`config.mk`:
```
export PLATFORM = sky130hd
export DESIGN_NAME = axi_read_arbiter_flat
export DESIGN_NICKNAME = d
export VERILOG_FILES = /design/src/rtl/axi_read_arbiter_if.sv /design/src/rtl/axi_read_arbiter.sv /design/src/flat_wrapper.sv
export SDC_FILE = /design/constraint.sdc
export NUM_CORES = 1
export LEC_CHECK = 0
export BUFFER_PORTS_ARGS = -buffer_cell sky130_fd_sc_hd__buf_2
export CAP_MARGIN = 5
export CORE_MARGIN = 2
export CORE_UTILIZATION = 39
export CTS_BUF_LIST = sky130_fd_sc_hd__clkbuf_8
export DETAILED_ROUTE_END_ITERATION = 8
export PLACE_DENSITY = 0.7
export REMOVE_ABC_BUFFERS = 1
export SYNTH_ARGS = -nofsm -noshare
export SYNTH_HDL_FRONTEND = slang
export SYNTH_SLANG_ARGS = --single-unit
```
`constraint.sdc`:
```
create_clock -name ACLK -period 1.6 [get_ports ACLK]
set_input_delay 0.16 -clock ACLK [delete_from_list [all_inputs] [get_ports ACLK]]
set_output_delay 0.16 -clock ACLK [all_outputs]
set_load 0.01 [all_outputs]
```
`src/rtl/axi_read_arbiter_if.sv`:
```
// Shared-read-path bundle for the two-master AXI read arbiter.
// Carries the AR/R handshakes of masters M0/M1, the shared slave-side
// handshakes, the payload mux selects and the arbiter status outputs.
// Modports:
//   master - the arbiter itself (it masters the shared slave path)
//   slave  - the surrounding environment (masters, slave, payload muxes)
`timescale 1ns/1ps

`ifndef AXI_POINTER_BITS
`define AXI_POINTER_BITS 1
`endif

interface axi_read_arbiter_if #(
  parameter int unsigned LEN_BITS = 4
);
  // M0 side
  logic                         ARVALID_M0;
  logic [LEN_BITS-1:0]          ARLEN_M0;
  logic                         ARREADY_M0;
  logic                         RVALID_M0;
  logic                         RREADY_M0;
  // M1 side
  logic                         ARVALID_M1;
  logic [LEN_BITS-1:0]          ARLEN_M1;
  logic                         ARREADY_M1;
  logic                         RVALID_M1;
  logic                         RREADY_M1;
  // Shared slave side
  logic                         ARVALID_S;
  logic                         ARREADY_S;
  logic                         RVALID_S;
  logic                         RLAST_S;
  logic                         RREADY_S;
  // Mux selects and status
  logic [`AXI_POINTER_BITS-1:0] ar_sel;
  logic [`AXI_POINTER_BITS-1:0] r_sel;
  logic                         len_err;
  logic                         busy;

  modport master (
    input  ARVALID_M0, ARLEN_M0, RREADY_M0,
    input  ARVALID_M1, ARLEN_M1, RREADY_M1,
    input  ARREADY_S, RVALID_S, RLAST_S,
    output ARREADY_M0, RVALID_M0,
    output ARREADY_M1, RVALID_M1,
    output ARVALID_S, RREADY_S,
    output ar_sel, r_sel, len_err, busy
  );

  modport slave (
    output ARVALID_M0, ARLEN_M0, RREADY_M0,
    output ARVALID_M1, ARLEN_M1, RREADY_M1,
    output ARREADY_S, RVALID_S, RLAST_S,
    input  ARREADY_M0, RVALID_M0,
    input  ARREADY_M1, RVALID_M1,
    input  ARVALID_S, RREADY_S,
    input  ar_sel, r_sel, len_err, busy
  );
endinterface

```
`src/rtl/axi_read_arbiter.sv`:
```
// Two-master AXI read arbiter: one transaction in flight, round-robin
// grant held from AR handshake until the RLAST beat.
// Ports:
//   ACLK    - clock
//   ARESETn - asynchronous active-low reset
//   bus     - axi_read_arbiter_if.master: M0/M1 AR+R handshakes, shared
//             slave handshakes, ar_sel/r_sel mux selects, len_err, busy
`timescale 1ns/1ps

`ifndef AXI_POINTER_BITS
`define AXI_POINTER_BITS 1
`endif

module axi_read_arbiter #(
  parameter int unsigned LEN_BITS = 4,
  parameter int unsigned CNT_BITS = 4
) (
  input  logic                ACLK,
  input  logic                ARESETn,
  axi_read_arbiter_if.master  bus
);

  localparam int unsigned SEL_BITS = `AXI_POINTER_BITS;
  localparam logic [SEL_BITS-1:0] SEL0 = SEL_BITS'(0);
  localparam logic [SEL_BITS-1:0] SEL1 = SEL_BITS'(1);

  typedef enum logic [1:0] {
    IDLE = 2'd0,
    ADDR = 2'd1,
    DATA = 2'd2
  } state_e;

  state_e              state_q, state_d;
  logic [SEL_BITS-1:0] grant_q, grant_d;
  logic [SEL_BITS-1:0] last_grant_q, last_grant_d;
  logic [CNT_BITS-1:0] cnt_q, cnt_d;
  logic [LEN_BITS-1:0] len_q, len_d;
  logic                len_err_q, len_err_d;

  logic                gnt_m0;
  logic [LEN_BITS-1:0] arlen_g;
  logic                arvalid_s;
  logic                arready_m0;
  logic                arready_m1;
  logic                rready_s;
  logic                rvalid_m0;
  logic                rvalid_m1;

  assign gnt_m0 = (grant_q == SEL0);

  // State register
  always_ff @(posedge ACLK or negedge ARESETn) begin
    if (!ARESETn) begin
      state_q <= IDLE;
    end else begin
      state_q <= state_d;
    end
  end

  // Grant, round-robin history, beat counter, captured length, error pulse
  always_ff @(posedge ACLK or negedge ARESETn) begin
    if (!ARESETn) begin
      grant_q      <= SEL0;
      last_grant_q <= SEL1;
      cnt_q        <= '0;
      len_q        <= '0;
      len_err_q    <= 1'b0;
    end else begin
      grant_q      <= grant_d;
      last_grant_q <= last_grant_d;
      cnt_q        <= cnt_d;
      len_q        <= len_d;
      len_err_q    <= len_err_d;
    end
  end

  // Next-state, arbitration and handshake gating
  always_comb begin
    state_d      = state_q;
    grant_d      = grant_q;
    last_grant_d = last_grant_q;
    cnt_d        = cnt_q;
    len_d        = len_q;
    len_err_d    = 1'b0;
    arvalid_s    = 1'b0;
    arready_m0   = 1'b0;
    arready_m1   = 1'b0;
    rready_s     = 1'b0;
    rvalid_m0    = 1'b0;
    rvalid_m1    = 1'b0;
    arlen_g      = gnt_m0 ? LEN_BITS'(bus.ARLEN_M0) : LEN_BITS'(bus.ARLEN_M1);

    case (state_q)
      IDLE: begin
        // Grant is only ever updated here, so it is stable for the whole transaction.
        if (bus.ARVALID_M0 && bus.ARVALID_M1) begin
          grant_d = (last_grant_q == SEL0) ? SEL1 : SEL0;
          state_d = ADDR;
        end else if (bus.ARVALID_M0) begin
          grant_d = SEL0;
          state_d = ADDR;
        end else if (bus.ARVALID_M1) begin
          grant_d = SEL1;
          state_d = ADDR;
        end
      end

      ADDR: begin
        // A granted master dropping ARVALID just stalls here.
        arvalid_s  = gnt_m0 ? bus.ARVALID_M0 : bus.ARVALID_M1;
        arready_m0 = gnt_m0 & bus.ARREADY_S;
        arready_m1 = !gnt_m0 & bus.ARREADY_S;
        if (arvalid_s && bus.ARREADY_S) begin
          len_d        = arlen_g;
          cnt_d        = '0;
          last_grant_d = grant_q;
          state_d      = DATA;
        end
      end

      DATA: begin
        rvalid_m0 = gnt_m0 & bus.RVALID_S;
        rvalid_m1 = !gnt_m0 & bus.RVALID_S;
        rready_s  = gnt_m0 ? bus.RREADY_M0 : bus.RREADY_M1;
        if (bus.RVALID_S && rready_s) begin
          cnt_d = cnt_q + CNT_BITS'(1);
          // Only RLAST closes the burst; counter holds the index of the current beat.
          if (bus.RLAST_S) begin
            state_d   = IDLE;
            len_err_d = (cnt_q != CNT_BITS'(len_q));
          end
        end
      end

      default: begin
        state_d = IDLE;
      end
    endcase
  end

  assign bus.ARVALID_S  = arvalid_s;
  assign bus.ARREADY_M0 = arready_m0;
  assign bus.ARREADY_M1 = arready_m1;
  assign bus.RREADY_S   = rready_s;
  assign bus.RVALID_M0  = rvalid_m0;
  assign bus.RVALID_M1  = rvalid_m1;
  assign bus.ar_sel     = grant_q;
  assign bus.r_sel      = grant_q;
  assign bus.len_err    = len_err_q;
  assign bus.busy       = (state_q != IDLE);

endmodule
```
`src/flat_wrapper.sv`:
```
// flat-port wrapper written by rule: the top's interface ports become plain ports
module axi_read_arbiter_flat 
#(
  parameter int unsigned LEN_BITS = 4,
  parameter int unsigned CNT_BITS = 4
)
  (ACLK, ARESETn, bus_ARVALID_M0, bus_ARLEN_M0, bus_RREADY_M0, bus_ARVALID_M1, bus_ARLEN_M1, bus_RREADY_M1, bus_ARREADY_S, bus_RVALID_S, bus_RLAST_S, bus_ARREADY_M0, bus_RVALID_M0, bus_ARREADY_M1, bus_RVALID_M1, bus_ARVALID_S, bus_RREADY_S, bus_ar_sel, bus_r_sel, bus_len_err, bus_busy);
  axi_read_arbiter_if #(.LEN_BITS(LEN_BITS)) bus_i ();
  input  logic ACLK;
  input  logic ARESETn;
  input wire logic [$bits(bus_i.ARVALID_M0)-1:0] bus_ARVALID_M0;
  input wire logic [$bits(bus_i.ARLEN_M0)-1:0] bus_ARLEN_M0;
  input wire logic [$bits(bus_i.RREADY_M0)-1:0] bus_RREADY_M0;
  input wire logic [$bits(bus_i.ARVALID_M1)-1:0] bus_ARVALID_M1;
  input wire logic [$bits(bus_i.ARLEN_M1)-1:0] bus_ARLEN_M1;
  input wire logic [$bits(bus_i.RREADY_M1)-1:0] bus_RREADY_M1;
  input wire logic [$bits(bus_i.ARREADY_S)-1:0] bus_ARREADY_S;
  input wire logic [$bits(bus_i.RVALID_S)-1:0] bus_RVALID_S;
  input wire logic [$bits(bus_i.RLAST_S)-1:0] bus_RLAST_S;
  output wire logic [$bits(bus_i.ARREADY_M0)-1:0] bus_ARREADY_M0;
  output wire logic [$bits(bus_i.RVALID_M0)-1:0] bus_RVALID_M0;
  output wire logic [$bits(bus_i.ARREADY_M1)-1:0] bus_ARREADY_M1;
  output wire logic [$bits(bus_i.RVALID_M1)-1:0] bus_RVALID_M1;
  output wire logic [$bits(bus_i.ARVALID_S)-1:0] bus_ARVALID_S;
  output wire logic [$bits(bus_i.RREADY_S)-1:0] bus_RREADY_S;
  output wire logic [$bits(bus_i.ar_sel)-1:0] bus_ar_sel;
  output wire logic [$bits(bus_i.r_sel)-1:0] bus_r_sel;
  output wire logic [$bits(bus_i.len_err)-1:0] bus_len_err;
  output wire logic [$bits(bus_i.busy)-1:0] bus_busy;
  assign bus_i.ARVALID_M0 = bus_ARVALID_M0;
  assign bus_i.ARLEN_M0 = bus_ARLEN_M0;
  assign bus_i.RREADY_M0 = bus_RREADY_M0;
  assign bus_i.ARVALID_M1 = bus_ARVALID_M1;
  assign bus_i.ARLEN_M1 = bus_ARLEN_M1;
  assign bus_i.RREADY_M1 = bus_RREADY_M1;
  assign bus_i.ARREADY_S = bus_ARREADY_S;
  assign bus_i.RVALID_S = bus_RVALID_S;
  assign bus_i.RLAST_S = bus_RLAST_S;
  assign bus_ARREADY_M0 = bus_i.ARREADY_M0;
  assign bus_RVALID_M0 = bus_i.RVALID_M0;
  assign bus_ARREADY_M1 = bus_i.ARREADY_M1;
  assign bus_RVALID_M1 = bus_i.RVALID_M1;
  assign bus_ARVALID_S = bus_i.ARVALID_S;
  assign bus_RREADY_S = bus_i.RREADY_S;
  assign bus_ar_sel = bus_i.ar_sel;
  assign bus_r_sel = bus_i.r_sel;
  assign bus_len_err = bus_i.len_err;
  assign bus_busy = bus_i.busy;
  axi_read_arbiter #(.LEN_BITS(LEN_BITS), .CNT_BITS(CNT_BITS)) u_core (.ACLK(ACLK), .ARESETn(ARESETn), .bus(bus_i));
endmodule
```
==> flow_summary.toml, run 1 <==
[outcome]
outcome = "completed"

[grt]
grt_pass1_vias = 636
antenna_found_initial = 0
grt_util_all_layers = 0.1746
grt_pass1_wl_um = 2704
gr-total-overflow = 0
grt_max_degree = 14

[clock_tree]
numCtsBuffers = 3
cts_num_sinks = 13
htree_levels = 1
clock-root-buffer = "clkbuf_8"
clock_path_buffers = 2
clock_latency_ns = 0.24
cts_tree = "built"
clkSlewWorstSetupHoldPaths_ns = 0.06
post_cts_buffers = 0

[cells_and_area]
final_common_cell = "buf_2"
final_cell_area_sq_um = 970.9
area_delta_synth_final_pct = 27.84
final_cell_mix = "buf_2, dfrtp_1, o21ai_0"
finalNetCount = 124
antennaDiodeCount = 0
finish.utilization = 0.5446
drive_gt1_frac = 0.3333

[worst_hold_path]
hold_start = "bus_ARREADY_S"
holdPathStages = 2
hold_end = "u_core.state_q[0]$_DFFE_PN0P_"
holdCritPathClass = "in -> reg"

[pwr]
combPwrFrac = 0.412
switching_share = 0.3909
vdd_drop_max_uv = 795.0
p_total_uw = 1501
internal_power_uw = 914.1
p_seq_frac = 0.395
net-switching-power_uw = 586.6
power_density_mw_per_mm2 = 1546
p_clk_frac = 0.194
p_leak_uw = 0.0005060

[synthesis]
synth_fa_ha_area_frac = 0.01647
synth-compound-area-share = 0.1746
ys_seq_area_frac = 0.4300
synth_ff_type = "dfrtp_1"
synth.yosys.warnings = 0
postSynthAreaPerCell_sq_um = 9.993
yosys.area_share.xor_xnor = 0.04613
synth_edf_count = 0
postSynth.asyncResetShare = 1.000
synth_cell_types = 35
netlist_instances = 76
ys_ff_latch = 13
synth_simple_gate_area_frac = 0.2125
netlist_area_sq_um = 759.5
synth_top_family_by_area = "simple AND/OR/NAND/NOR gates"
muxShareOfSynthArea = 0.09390

[setup_path]
rr_endpoint = "u_core.cnt_q[3]$_DFFE_PN0P_"
r2r_cells = 3
critical_path_required_ns = 1.73
cp-end-kind = "flop"
crit_type = "reg -> reg"
reg2reg_setup_slack_ns = 0.09
worst-path-max-fanout = 8
r2r-start = "u_core.state_q[1]$_DFFE_PN0P_"
cp-start-kind = "flop"
worstPathArrival_ns = 1.63

[sta]
maxSlewHeadroom = 0.7501
finClkSkew_ns = 0.0007653
worst_pin_slew_ns = 0.3645
max_freq_ghz = 0.6636
hold_violations = 0
whs_ns = 0.1589
fin_ws_ns = 0.09306
rsz0062_at_grt = "no"
finalCritPeriodShare = 0.9418
finalCriticalPeriod_ns = 1.507
drv_slew = 0
setup_viol = 0

[floorplanning]
ios = 27
die_area_sq_mm = 0.002317
start_util = 0.4260
die_x_um = 48.13
core_sq_mm = 0.001783
rows = 15
fp.dieH_um = 48.13

[drt]
via_per_inst = 5.438
vias = 707
first_pass_iters = 4
antenna_left = 0
post_drt_wl_per_cell_um = 13.65
wirelength_um = 1775
drc_errors = 0
first_iter_violations = 10

[flow_run]
max_cap_violations = 0

[placement]
place_ws_ns = 0.1251
dp_hpwl_um = 1268
gp_congestion = 0.7540
placed_area_sq_um = 912.1
io_buffers = 26
==> how the worst max path moves through the flow <==
stage | start | end | depth (start not counted)
2_1_floorplan | u_core.bus.ar_sel$_DFFE_PN0P_ | u_core.cnt_q[3]$_DFFE_PN0P_ | 3
3_3_place_gp | u_core.bus.ar_sel$_DFFE_PN0P_ | u_core.cnt_q[2]$_DFFE_PN0P_ | 3
3_5_place_dp | u_core.state_q[1]$_DFFE_PN0P_ | u_core.cnt_q[2]$_DFFE_PN0P_ | 3
4_1_cts | u_core.bus.ar_sel$_DFFE_PN0P_ | bus_RREADY_S | 3
5_1_grt | u_core.state_q[1]$_DFFE_PN0P_ | u_core.cnt_q[2]$_DFFE_PN0P_ | 3
6_report | u_core.state_q[1]$_DFFE_PN0P_ | u_core.cnt_q[3]$_DFFE_PN0P_ | 3
==> through the flow <==
stage,setup TNS [ns],std cells
finish,0,130
global route,0,130
CTS,0,130
detailed placement,0,125
global placement,0,125
floorplan,-0.1465,73
==> registers in the layout (all words and copies together), names as in the netlist <==
signal               cells
u_core.bus.ar_sel        1
u_core.cnt_q             4
u_core.state_q           2
u_core.last_grant_q      1
u_core.bus.len_err       1
u_core.len_q             4
==> Yosys cell counts (2+ instances only) <==
master / number / area, sq um
dfrtp_1: 12 / 300.3
o21ai_0: 10 / 50.05
mux2i_1: 6 / 60.06
nor2_1: 6 / 22.52
nand2_1: 5 / 18.77
xor2_1: 4 / 35.03
a311o_1: 2 / 20.02
and3_1: 2 / 12.51
nand2b_1: 2 / 12.51
nor3b_1: 2 / 15.01
==> worst max-delay path: stages (launching register included) <==
cell and delay (ns):
dfrtp_1 0.48, and3b_1 0.31, nand2_1 0.20, a311o_1 0.40
==> final cells by class <==
type                            instances  area, sq um
Fill cell                             175        812.0
Multi-Input combinational cell         59        416.7
Sequential cell                        13        326.6
Timing Repair Buffer                   28        147.6
Clock buffer                            3        41.29
Tap cell                               25        31.28
Clock inverter                          1        3.754
Inverter                                1        3.754
==> power by group through the flow <==
stage          Clock [uW]  Combinational, uW  Sequential (uW)
2_1_floorplan           0                370              601
3_3_place_gp            0                599              576
3_5_place_dp            0                612              583
4_1_cts               293                621              586
5_1_grt               308                697              603
6_report              291                618              592
==> logic make-up (layout without fill, tap and decap cells) <==
logic type      Yosys count  count (layout)
compound gates           20              20
xor+xnor                  4               4
fa+ha+maj                 1               1
buf+inv                   4              33
flops                    13              13
mux                       7               7
simple gates             27              27
==> routing by layer <==
metal  part of all wire  global-route usage  wire [um]
met2               0.47              0.2960        828
met3              0.066             0.02593        117
met1               0.44              0.2070        779
met4              0.028              0.1081         49
met5                  0                   0          0
==> timing repair <==
item / CTS / global route
gates resized for setup: 0 / 1
endpoints found under the setup margin: 0 / 1
hold endpoints to repair: 12 / 0
hold buffers: 1 / 0
No activity file was read; power rests on OpenSTA's default activity.
==> run 2: changes to the inputs <==
Settings changed: CORE_MARGIN 2 to 1.5.
==> flow_summary.toml, run 2 (synthesis gave the netlist of run 1 again) <==
[outcome]
outcome = "completed"

[drt]
via_per_inst = 5.162
first_pass_iters = 4
wirelength_um = 1716
antenna_left = 0
drc_errors = 0
post_drt_wl_per_cell_um = 13.20
first_iter_violations = 6
vias = 671

[cells_and_area]
finalNetCount = 124
stdcell_count = 130
drive_gt1_frac = 0.3333
final_common_cell = "buf_2"
area_delta_synth_final_pct = 27.84
reg.largest.list = "u_core.cnt_q: 4 flops, u_core.len_q: 4 flops, u_core.state_q: 2 flops"
antennaDiodeCount = 0
finish.utilization = 0.5446
final_cell_mix = "buf_2, dfrtp_1, o21ai_0"

[setup_path]
critPathSlowestCell = "dfrtp_1"
worstPathArrival_ns = 1.34
r2r_cells = 3
rr_endpoint = "u_core.cnt_q[3]$_DFFE_PN0P_"
reg2reg_setup_slack_ns = 0.12
cpPeakStageDelay_ns = 0.43
r2r-start = "u_core.state_q[1]$_DFFE_PN0P_"
path_delay_family = "flip-flops"
critical_path_required_ns = 1.44
crit_buf_inv = 1
worst-path-max-fanout = 5
cp_cell_sequence = "mux2_2 -> nand2_1 -> nor2_1 -> buf_2"
cp-start-kind = "flop"
startpoint = "u_core.bus.ar_sel$_DFFE_PN0P_"
crit_type = "reg -> out"
cp-end-kind = "output port"

[clock_tree]
numCtsBuffers = 3
post_cts_buffers = 0
clock_latency_ns = 0.24
clock-root-buffer = "clkbuf_8"
cts_tree = "built"
clock_path_buffers = 2
clkSlewWorstSetupHoldPaths_ns = 0.05
cts_num_sinks = 13
htree_levels = 1

[placement]
place_ws_ns = 0.1444
dpl.cell_count = 125
dp_hpwl_um = 1240
io_buffers = 26
gp_congestion = 0.7708

[sta]
drv_slew = 0
max_freq_ghz = 0.6647
maxSlewHeadroom = 0.7106
fin_tns_setup_ns = 0
finalCriticalPeriod_ns = 1.505
finalCritPeriodShare = 0.9403
finClkSkew_ns = 0.002159
rsz0062_at_grt = "no"
worst_pin_slew_ns = 0.4221
fin_ws_ns = 0.09547
hold_violations = 0
setup_viol = 0

[floorplanning]
rows = 15
ios = 27
die_x_um = 47.13
fp.dieH_um = 47.13
start_util = 0.4260
core_sq_mm = 0.001783
die_area_sq_mm = 0.002221

[pwr]
internal_power_uw = 914.4
power_density_mw_per_mm2 = 1537
p_total_uw = 1492
net-switching-power_uw = 577.8
p_leak_uw = 0.0005060
switching_share = 0.3872
p_seq_frac = 0.389
combPwrFrac = 0.417
p_clk_frac = 0.195
vdd_drop_max_uv = 930.3

[worst_hold_path]
hold_start = "bus_ARREADY_S"
holdCritPathClass = "in -> reg"
holdPathStages = 2
hold_end = "u_core.state_q[0]$_DFFE_PN0P_"

[grt]
grt_pass1_vias = 629
grt_util_all_layers = 0.1878
grt_pass1_wl_um = 2766
antenna_found_initial = 0
gr-total-overflow = 0
grt_max_degree = 14

[flow_run]
max_cap_violations = 0
[run 2: area by class of cell]
type	instances	area (sq um)
multi-input combinational	59	416.7
inverter	1	3.754
fill	168	812.0
timing repair buffer	28	147.6
clock inverter	1	3.754
sequential	13	326.6
tap	25	31.28
clock buffer	3	41.29
[run 2: per-layer routing]
metal  track usage  wire length (um)  share of wire  vias up
met1        0.2278               837           0.49      309
li1              -                 -              -      335
met5             0                 0              0        -
met2        0.2904               771           0.45       23
met3       0.03462                65          0.038        4
met4        0.1500                41          0.024        0
[run 2: what timing repair did]
| item | in CTS | in global routing |
|---|---|---|
| hold buffers | 1 | 0 |
| hold endpoints to repair | 12 | 0 |
| setup endpoints to repair | 0 | 1 |
| resized for setup | 0 | 1 |
[run 2: per-stage QoR]
step           hold slack, ns  instance area, sq um
6_report               0.1460                 970.9
5_1_grt                0.1555                 970.9
4_1_cts                0.1417                 967.2
3_5_place_dp          0.06456                 912.1
3_3_place_gp          0.06150                 912.1
2_1_floorplan         -0.1356                 743.2
[run 2: power by group through the flow]
stage / Combinational (uW) / Sequential, uW / Clock (uW)
5_1_grt: 701 / 596 / 324
3_5_place_dp: 610 / 581 / 0
2_1_floorplan: 370 / 601 / 0
3_3_place_gp: 603 / 577 / 0
4_1_cts: 620 / 579 / 295
6_report: 622 / 580 / 290
[run 2: worst max path at each step]
stage | end | cells past startpoint | slack, ns
2_1_floorplan | u_core.cnt_q[3]$_DFFE_PN0P_ | 3 | -0.07
3_3_place_gp | u_core.cnt_q[3]$_DFFE_PN0P_ | 3 | 0.19
3_5_place_dp | u_core.cnt_q[2]$_DFFE_PN0P_ | 3 | 0.14
4_1_cts | bus_RREADY_S | 3 | 0.07
5_1_grt | u_core.cnt_q[2]$_DFFE_PN0P_ | 3 | 0.02
6_report | bus_ARVALID_S | 4 | 0.1
